**config.mk**
```make
export PLATFORM = sky130hd
export DESIGN_NAME = amp_ctrl_flat
export DESIGN_NICKNAME = d
export VERILOG_FILES = /design/src/rtl/amp_if.sv /design/src/rtl/amp_ctrl.sv /design/src/flat_wrapper.sv
export SDC_FILE = /design/constraint.sdc
export NUM_CORES = 1
export LEC_CHECK = 0
export BUFFER_PORTS_ARGS = -buffer_cell sky130_fd_sc_hd__buf_2
export CORE_MARGIN = 3
export CORE_UTILIZATION = 55
export DETAILED_ROUTE_END_ITERATION = 10
export HOLD_SLACK_MARGIN = 0.02
export PLACE_DENSITY = 0.74
export SLEW_MARGIN = 10
export SYNTH_ARGS = -nofsm -noshare
export SYNTH_HDL_FRONTEND = slang
export SYNTH_SLANG_ARGS = --single-unit
export TNS_END_PERCENT = 10
```
**constraint.sdc**
```tcl
create_clock -name clk -period 2.93 [get_ports clk]
set_clock_uncertainty 0.05 [all_clocks]
set_input_delay 0.293 -clock clk [delete_from_list [all_inputs] [get_ports clk]]
set_output_delay 0.293 -clock clk [all_outputs]
set_load 0.02 [all_outputs]
```
**src/rtl/amp_if.sv**
```systemverilog
// Pin bundle between the PDM speaker driver side and the class-D amplifier control stage.
// audio_rdy is a level, not a handshake; state_dbg exposes the controller FSM state.
interface amp_if;
  logic       audio_rdy;
  logic       lft_pdm_in;
  logic       rght_pdm_in;
  logic       Flt_n;
  logic       sht_dwn;
  logic       lft_PDM;
  logic       lft_PDM_n;
  logic       rght_PDM;
  logic       rght_PDM_n;
  logic [2:0] fault_cnt;
  logic       lockout;
  logic [2:0] state_dbg;

  modport master (
    output audio_rdy, lft_pdm_in, rght_pdm_in, Flt_n,
    input  sht_dwn, lft_PDM, lft_PDM_n, rght_PDM, rght_PDM_n, fault_cnt, lockout, state_dbg
  );

  modport slave (
    input  audio_rdy, lft_pdm_in, rght_pdm_in, Flt_n,
    output sht_dwn, lft_PDM, lft_PDM_n, rght_PDM, rght_PDM_n, fault_cnt, lockout, state_dbg
  );
endinterface

```
**src/rtl/amp_ctrl.sv**
```systemverilog
// Class-D amplifier control: power-up sequencing with idle pattern, filtered fault
// detection, bounded retry and lockout. All outputs come straight from flops.
module amp_ctrl #(
  parameter int PWRUP_CYC = 250000,
  parameter int RETRY_CYC = 2500000,
  parameter int MAX_RETRY = 3,
  parameter int FLT_FILT  = 4
) (
  input logic  clk,
  input logic  rst_n,
  amp_if.slave bus
);

  localparam int MAX_CYC = (PWRUP_CYC > RETRY_CYC) ? PWRUP_CYC : RETRY_CYC;
  localparam int TMR_W   = $clog2(MAX_CYC + 1);
  localparam int FLT_W   = $clog2(FLT_FILT + 1);

  localparam logic [TMR_W-1:0] PWRUP_LAST = TMR_W'(PWRUP_CYC - 1);
  localparam logic [TMR_W-1:0] RETRY_LAST = TMR_W'(RETRY_CYC - 1);
  localparam logic [FLT_W-1:0] FLT_LAST   = FLT_W'(FLT_FILT - 1);
  localparam logic [FLT_W-1:0] FLT_TOP    = FLT_W'(FLT_FILT);
  localparam logic [2:0]       RETRY_TOP  = 3'(MAX_RETRY);

  typedef enum logic [2:0] {
    SHDN    = 3'd0,
    WARMUP  = 3'd1,
    RUN     = 3'd2,
    FAULT   = 3'd3,
    LOCKOUT = 3'd4
  } state_t;

  state_t           state;
  logic             flt_meta;
  logic             flt_s;
  logic [FLT_W-1:0] flt_cnt;
  logic [TMR_W-1:0] tmr;
  logic             sht_dwn_q;
  logic             lft_q, lft_n_q, rght_q, rght_n_q;
  logic [2:0]       fault_cnt_q;
  logic             lockout_q;
  logic             flt_det;
  logic             go_fault;

  // Detection fires on the edge that brings the filter count to FLT_FILT, so the
  // shutdown flop updates on that same edge.
  assign flt_det  = !flt_s && (flt_cnt >= FLT_LAST);
  assign go_fault = flt_det && ((state == WARMUP) || (state == RUN));

  always_ff @(posedge clk or negedge rst_n) begin
    if (!rst_n) begin
      state       <= SHDN;
      flt_meta    <= 1'b1;
      flt_s       <= 1'b1;
      flt_cnt     <= '0;
      tmr         <= '0;
      sht_dwn_q   <= 1'b1;
      lft_q       <= 1'b0;
      lft_n_q     <= 1'b0;
      rght_q      <= 1'b0;
      rght_n_q    <= 1'b0;
      fault_cnt_q <= 3'd0;
      lockout_q   <= 1'b0;
    end else begin
      flt_meta <= bus.Flt_n;
      flt_s    <= flt_meta;
      if (flt_s) begin
        flt_cnt <= '0;
      end else if (flt_cnt != FLT_TOP) begin
        flt_cnt <= flt_cnt + 1'b1;
      end

      if (go_fault) begin
        state     <= FAULT;
        tmr       <= '0;
        sht_dwn_q <= 1'b1;
        lft_q     <= 1'b0;
        lft_n_q   <= 1'b0;
        rght_q    <= 1'b0;
        rght_n_q  <= 1'b0;
        if (fault_cnt_q != RETRY_TOP) fault_cnt_q <= fault_cnt_q + 3'd1;
      end else begin
        case (state)
          SHDN: begin
            if (bus.audio_rdy) begin
              state     <= WARMUP;
              tmr       <= '0;
              sht_dwn_q <= 1'b0;
              lft_q     <= 1'b1;
              lft_n_q   <= 1'b0;
              rght_q    <= 1'b1;
              rght_n_q  <= 1'b0;
            end
          end
          WARMUP: begin
            if (tmr == PWRUP_LAST) begin
              state    <= RUN;
              tmr      <= '0;
              lft_q    <= bus.lft_pdm_in;
              lft_n_q  <= ~bus.lft_pdm_in;
              rght_q   <= bus.rght_pdm_in;
              rght_n_q <= ~bus.rght_pdm_in;
            end else begin
              tmr      <= tmr + 1'b1;
              lft_q    <= ~lft_q;
              lft_n_q  <= lft_q;
              rght_q   <= ~rght_q;
              rght_n_q <= rght_q;
            end
          end
          RUN: begin
            lft_q    <= bus.lft_pdm_in;
            lft_n_q  <= ~bus.lft_pdm_in;
            rght_q   <= bus.rght_pdm_in;
            rght_n_q <= ~bus.rght_pdm_in;
          end
          FAULT: begin
            // tmr == RETRY_LAST means RETRY_CYC cycles have been spent here including this one.
            if ((tmr == RETRY_LAST) && flt_s) begin
              tmr <= '0;
              if (fault_cnt_q == RETRY_TOP) begin
                state     <= LOCKOUT;
                lockout_q <= 1'b1;
              end else begin
                state     <= WARMUP;
                sht_dwn_q <= 1'b0;
                lft_q     <= 1'b1;
                lft_n_q   <= 1'b0;
                rght_q    <= 1'b1;
                rght_n_q  <= 1'b0;
              end
            end else if (tmr != RETRY_LAST) begin
              tmr <= tmr + 1'b1;
            end
          end
          LOCKOUT: begin
            state <= LOCKOUT;
          end
          default: begin
            state <= SHDN;
          end
        endcase
      end
    end
  end

  assign bus.sht_dwn    = sht_dwn_q;
  assign bus.lft_PDM    = lft_q;
  assign bus.lft_PDM_n  = lft_n_q;
  assign bus.rght_PDM   = rght_q;
  assign bus.rght_PDM_n = rght_n_q;
  assign bus.fault_cnt  = fault_cnt_q;
  assign bus.lockout    = lockout_q;
  assign bus.state_dbg  = state;

endmodule

```
**src/flat_wrapper.sv**
```systemverilog
// flat-port wrapper written by rule: the top's interface ports become plain ports
module amp_ctrl_flat 
#(
  parameter int PWRUP_CYC = 250000,
  parameter int RETRY_CYC = 2500000,
  parameter int MAX_RETRY = 3,
  parameter int FLT_FILT  = 4
)
  (clk, rst_n, bus_audio_rdy, bus_lft_pdm_in, bus_rght_pdm_in, bus_Flt_n, bus_sht_dwn, bus_lft_PDM, bus_lft_PDM_n, bus_rght_PDM, bus_rght_PDM_n, bus_fault_cnt, bus_lockout, bus_state_dbg);
  amp_if bus_i ();
  input logic clk;
  input logic rst_n;
  input wire logic [$bits(bus_i.audio_rdy)-1:0] bus_audio_rdy;
  input wire logic [$bits(bus_i.lft_pdm_in)-1:0] bus_lft_pdm_in;
  input wire logic [$bits(bus_i.rght_pdm_in)-1:0] bus_rght_pdm_in;
  input wire logic [$bits(bus_i.Flt_n)-1:0] bus_Flt_n;
  output wire logic [$bits(bus_i.sht_dwn)-1:0] bus_sht_dwn;
  output wire logic [$bits(bus_i.lft_PDM)-1:0] bus_lft_PDM;
  output wire logic [$bits(bus_i.lft_PDM_n)-1:0] bus_lft_PDM_n;
  output wire logic [$bits(bus_i.rght_PDM)-1:0] bus_rght_PDM;
  output wire logic [$bits(bus_i.rght_PDM_n)-1:0] bus_rght_PDM_n;
  output wire logic [$bits(bus_i.fault_cnt)-1:0] bus_fault_cnt;
  output wire logic [$bits(bus_i.lockout)-1:0] bus_lockout;
  output wire logic [$bits(bus_i.state_dbg)-1:0] bus_state_dbg;
  assign bus_i.audio_rdy = bus_audio_rdy;
  assign bus_i.lft_pdm_in = bus_lft_pdm_in;
  assign bus_i.rght_pdm_in = bus_rght_pdm_in;
  assign bus_i.Flt_n = bus_Flt_n;
  assign bus_sht_dwn = bus_i.sht_dwn;
  assign bus_lft_PDM = bus_i.lft_PDM;
  assign bus_lft_PDM_n = bus_i.lft_PDM_n;
  assign bus_rght_PDM = bus_i.rght_PDM;
  assign bus_rght_PDM_n = bus_i.rght_PDM_n;
  assign bus_fault_cnt = bus_i.fault_cnt;
  assign bus_lockout = bus_i.lockout;
  assign bus_state_dbg = bus_i.state_dbg;
  amp_ctrl #(.PWRUP_CYC(PWRUP_CYC), .RETRY_CYC(RETRY_CYC), .MAX_RETRY(MAX_RETRY), .FLT_FILT(FLT_FILT)) u_core (.clk(clk), .rst_n(rst_n), .bus(bus_i));
endmodule
```
# == Word level (Yosys, flattened, before mapping) ==
# Index checks and enable logic that the tools add are counted.
# classes
n_bitwise,5
eq_ne,16
div,0
reduce_logical,16
n_mux,34
n_addsub,3
n_shift,0
n_mul,0
n_lt_le_gt_ge,1
# op_table
operator,count
2-to-1 mux 22 bit,5
one-hot mux 22 bit (3 select lines),1
"adder 22 x 1 -> 22 bit, second input constant",1
"== test 22 x 18 -> 1 bit, second input constant",1
"== test 22 bit, second input constant",1
"!= test 22 bit, second input constant",1
2-to-1 mux 3 bit,7
one-hot mux 1 bit (4 select lines),4
AND reduction 4 bit,4
2-to-1 mux 1 bit,15
one-hot mux 3 bit (5 select lines),1
"!= test 3 x 2 -> 1 bit, second input constant",4
"== test 3 x 2 -> 1 bit, second input constant",3
"adder 3 x 1 -> 3 bit, second input constant",2
NOT 1 bit,5
nonzero test 5 bit,1
"!= test 4 x 1 -> 1 bit, second input constant",1
nonzero test 4 bit,1
"== test 3 x 1 -> 1 bit, second input constant",1
"== test 3 bit, second input constant",1
">= comparator 3 x 2 -> 1 bit, second input constant",1
logical AND 1 bit,3
zero test 3 bit,1
"!= test 3 x 1 -> 1 bit, second input constant",1
other kinds (9),9
# totals
mem_count,0
latch_bits,0
elab_cells,87
register_bits,39
mem_bits_rw,0
mem_bits_ro,0
input_bits,6
output_inout_bits,12

# == Longest topological paths before layout ==
# logic_depth
depth_word,5
mapped_depth,9

# == Least setup slack after synthesis ==
# Ideal clock, no wire load.
# synth_timing
path_kind,register to register
startpoint,reg u_core.tmr[16]
endpoint,reg u_core.lft_q (netlist: u_core.bus.lft_PDM)
arrival_ps,2262
t_required_ps,2804
stages_incl_launch_ff,7
setup_slack_ps,542
setup_time_ps,76
path_cell_list,dfrtp_1 or4b_4 nor4_4 a41oi_1 or3_4 or3_1 o21ai_1
# synth_between
elab_chain_len,4
elab_cells_between_ends,8
cone_classes,eq/ne: 3; mux: 3; reduce/logical: 2
# synth_rtl
element,line,text
start: declaration,amp_ctrl.sv:36,logic [TMR_W-1:0] tmr;
start signal: assignment,amp_ctrl.sv:103,tmr <= tmr + 1'b1;
start signal: assignment,amp_ctrl.sv:132,tmr <= tmr + 1'b1;
== test 22 x 18 -> 1 bit / == test 22 bit (equally long branches),"amp_ctrl.sv:95, amp_ctrl.sv:118",
2-to-1 mux 1 bit / logical AND 1 bit (equally long branches),"amp_ctrl.sv:95, amp_ctrl.sv:118",
one-hot mux 1 bit (4 select lines) / != test 3 x 1 -> 1 bit (equally long branches),-,
2-to-1 mux 1 bit / AND reduction 4 bit (equally long branches),-,
end signal: assignment,amp_ctrl.sv:98,lft_q <= bus.lft_pdm_in;
end signal: assignment,amp_ctrl.sv:104,lft_q <= ~lft_q;
end signal: assignment,amp_ctrl.sv:111,lft_q <= bus.lft_pdm_in;
end: declaration,amp_ctrl.sv:38,"logic lft_q, lft_n_q, rght_q, rght_n_q;"
# Parallel ways exist; a longest one is shown, timed or not.
# A chain may end at the register's enable or synchronous reset.

# == Worst setup path in the final report ==
# layout_timing
startpoint,reg u_core.tmr[16]
endpoint,reg u_core.tmr[16]
# layout_between
elab_chain_len,5
elab_cells_between_ends,12
cone_classes,add/sub: 1; eq/ne: 4; mux: 5; reduce/logical: 2
# layout_rtl
element,line,text
adder 22 x 1 -> 22 bit / == test 22 bit (equally long branches),"amp_ctrl.sv:103, amp_ctrl.sv:132, amp_ctrl.sv:118",
2-to-1 mux 22 bit / logical AND 1 bit (equally long branches),"amp_ctrl.sv:131, amp_ctrl.sv:118",
2-to-1 mux 22 bit,amp_ctrl.sv:118,if ((tmr == RETRY_LAST) && flt_s) begin
one-hot mux 22 bit (3 select lines),amp_ctrl.sv:82,case (state)
2-to-1 mux 22 bit,amp_ctrl.sv:72,if (go_fault) begin
# Parallel ways exist; a longest one is shown, timed or not. The select of a mux whose other input is x is not followed.

==> flow_summary.yaml <==
yosys:
  muxShareOfSynthArea_pct: 2.43
  yosysMostFrequentCell: "dfrtp_1"
  ys.flop_type: "dfrtp_1"
  synth_top_family_by_area: "simple AND/OR/NAND/NOR gates"
  syn_inst: 237
  synth_area_leader_cell: "dfrtp_1"
  synth_nets: 250
  synth-adder-area-share_pct: 3.96
  seq_area_frac_synth_pct: 44.3
  ys_ff_latch: 39
  yosys.area.top_type_share_pct: 40.8
  synth-edff-count: 0
  synthesis.area_sq_mm: 0.00221
  netlist-cell-type-count: 47
  synth_compound_area_share_pct: 21.1
  yosys-top-cells-area: "dfrtp_1 (41%), a22o_1 (5.5%), a21o_1 (4.8%)"
  syn_avg_cell_area_sq_um: 9.32
  yosys-top-cells-count: "dfrtp_1 (36), nor2_1 (27), nand2_1 (20)"
  yosysWarningCount: 0
  synth_xor_area_share_pct: 0.793
  async_flop_share_pct: 100
  yosys.area_share.simple_pct: 24.3
power:
  power_density_mw_per_mm2: 883
  ir_drop_mv: 0.519
  p_leak_nw: 1.17
critical_path:
  cp.arrival_ns: 2.78
  path_buf_inv: 0
  cp.depth: 6
  critPathRequiredTime_ns: 3.05
  rr_startpoint: "u_core.tmr[16]"
  critPathMaxStageDelay_ns: 0.56
  r2r_end: "u_core.tmr[16]"
  cp-start-kind: "flip-flop"
  cp_slowest_cell: "or4b_4"
  crit_family: "simple AND/OR/NAND/NOR gates"
  reg2reg_depth: 6
  critical_path.max_fanout: 17
  reg2reg_slack_ns: 0.27
  crit_type: "reg2reg"
  crit_chain: "or4b_4, nor4_4, a41oi_1, o21a_1, and3_2, a221o_1"
  endpoint_kind: "flip-flop"
clocking:
  cts_buffer_depth: 2
  cts_hold_buffers: 0
  cts.clk_slew.worst_paths_ns: 0.07
  cts_buffers: 5
  cts_root_buf: "clkbuf_8"
  ctsResizeCount: 0
  cts_setup_buffers: 0
  insertion_delay_ns: 0.29
  cts_max_level: 2
  cts_tree: "yes"
  clkSinkCount: 39
placement:
  portBuffers: 17
  dp_hpwl_um: 3330
  place_area_sq_mm: 0.00235
  gp_congestion: 0.893
timing:
  setup_viol: 0
  maxSlewHeadroom_pct: 43.8
  worst_pin_slew_ns: 0.843
  maxSlewViolCount: 0
  rsz0062_at_grt: "false"
  max_freq_ghz: 0.376
  min_period_over_period_pct: 90.9
  final.min_clock_period_ns: 2.66
  timing.final.hold_violations: 0
  finalSetupTns_ns: 0
global_routing:
  grt_max_degree: 40
  grt_pass1_wl_um: 8110
  grt_pass1_vias: 1722
  grtUsageTotal_pct: 20.5
  antenna_found_initial: 0
  grt-ovfl-total: 0
route:
  dr.pass1.iters: 4
  dr.first_iter.drc_count: 112
  wire_per_inst_um: 14.6
  vias: 1826
  routed_wl_um: 4470
  ant_nets: 0
  drc: 0
  routed_via_density: 5.95
floorplan:
  initial_utilization_pct: 58.6
  die_area_sq_mm: 0.00481
  num_rows: 22
  core_sq_mm: 0.00377
  die_w_um: 69.4
  io_pins: 18
  die_h_um: 69.4
outcome:
  status: "completed"
finish:
  area_growth_pct: 11.1
  drive_above_1_share_pct: 18.1
  nets: 271
  final_area_sq_mm: 0.00245
  n_antenna_cell: 0
  multi_input_area_sq_mm: 0.00116
  fillers: 331
  seq_area_sq_um: 980
min_path:
  hp-start: "bus_Flt_n"
  hold_path_class: "in2reg"
  hold_path_end: "u_core.flt_meta"
  hold_depth: 1
flow_run:
  max-cap-violations: 0
-- power breakdown --
part           internal, mW  switching (mW)
Sequential            0.675           0.150
Combinational         0.392           0.557
Clock                 0.215           0.177
-- kinds of logic (layout without fill, tap and decap cells) --
kind of cell	Yosys count	count (layout)
adder cells (fa/ha/maj)	7	7
multiplexers	5	5
AND/OR/NAND/NOR	102	102
flip-flops	39	39
AO/OA/AOI/OAI	65	65
XOR/XNOR	2	2
buffers and inverters	17	39
-- flip-flops by register name, indices dropped and copies added, names as in the netlist --
| signal | flops |
|---|---|
| u_core.bus.lockout | 1 |
| u_core.bus.lft_PDM | 1 |
| u_core.bus.lft_PDM_n | 1 |
| u_core.flt_s | 1 |
| u_core.bus.sht_dwn | 1 |
| u_core.tmr | 22 |
| u_core.flt_cnt | 3 |
| u_core.bus.fault_cnt | 3 |
| u_core.bus.state_dbg | 3 |
| u_core.bus.rght_PDM | 1 |
| u_core.bus.rght_PDM_n | 1 |
| u_core.flt_meta | 1 |
-- worst max-delay path by stage --
stage / start / to / slack [ns]
after global placement: u_core.tmr[16] / u_core.tmr[16] / 0.33
after detailed placement: u_core.tmr[16] / u_core.tmr[16] / 0.29
after global routing: u_core.tmr[16] / u_core.tmr[16] / 0.14
after floorplan: u_core.tmr[16] / u_core.bus.lft_PDM / 0.54
final: u_core.tmr[16] / u_core.tmr[16] / 0.27
after CTS: u_core.tmr[16] / u_core.tmr[16] / 0.27
-- per-stage QoR --
step / hold WS (ns) / setup WS, ns / cells / utilization [%] / power [mW]
finish: 0.0462 / 0.267 / 307 / 65.1 / 2.17
floorplan: -0.0526 / 0.542 / 237 / - / 1.51
global route: 0.0428 / 0.140 / 307 / 65.1 / 2.35
global placement: 0.296 / 0.326 / 299 / 62.4 / 1.77
detailed placement: 0.298 / 0.287 / 299 / 62.4 / 1.79
CTS: 0.0377 / 0.267 / 307 / 65.1 / 2.19
-- placed cells by master, fill, tap and decap left out, types with 4 or more instances in the layout --
| cell type | synthesis | layout |
|---|---|---|
| dfrtp_1 | 36 | 36 |
| nor2_1 | 27 | 27 |
| nand2_1 | 20 | 20 |
| buf_2 | 3 | 17 |
| a21o_1 | 14 | 14 |
| a22o_1 | 14 | 14 |
| nand3_1 | 13 | 13 |
| inv_1 | 10 | 10 |
| o21ai_0 | 10 | 10 |
| nor3_1 | 9 | 9 |
| a21oi_1 | 8 | 8 |
| nand4_1 | 7 | 7 |
| ha_1 | 7 | 7 |
| clkbuf_8 | 0 | 7 |
| and3_1 | 4 | 4 |
| buf_4 | 0 | 4 |
-- routing by layer --
metal | wire length (um) | vias up | global-route usage (%)
met1 | 2150 | 865 | 29.2
met3 | 219 | 5 | 3.48
met4 | 50 | 0 | 5.21
li1 | - | 915 | -
met5 | 0 | - | 0
met2 | 2060 | 41 | 32.3
-- worst register-to-register path, stage by stage, from the launching register on --
cell and delay (ns):
dfrtp_1 0.43, or4b_4 0.56, nor4_4 0.37, a41oi_1 0.20, o21a_1 0.36, and3_2 0.31
a221o_1 0.26
-- cell type report --
| type | instances | share of cell area (%) |
|---|---|---|
| clock buffers | 8 | 4.08 |
| inverters | 10 | 1.53 |
| multi-input cells | 181 | 47.3 |
| flip-flops and latches | 39 | 39.9 |
| well taps | 48 | 2.45 |
| repair buffers | 21 | 4.69 |
No activity file was read; power rests on OpenSTA's default activity.
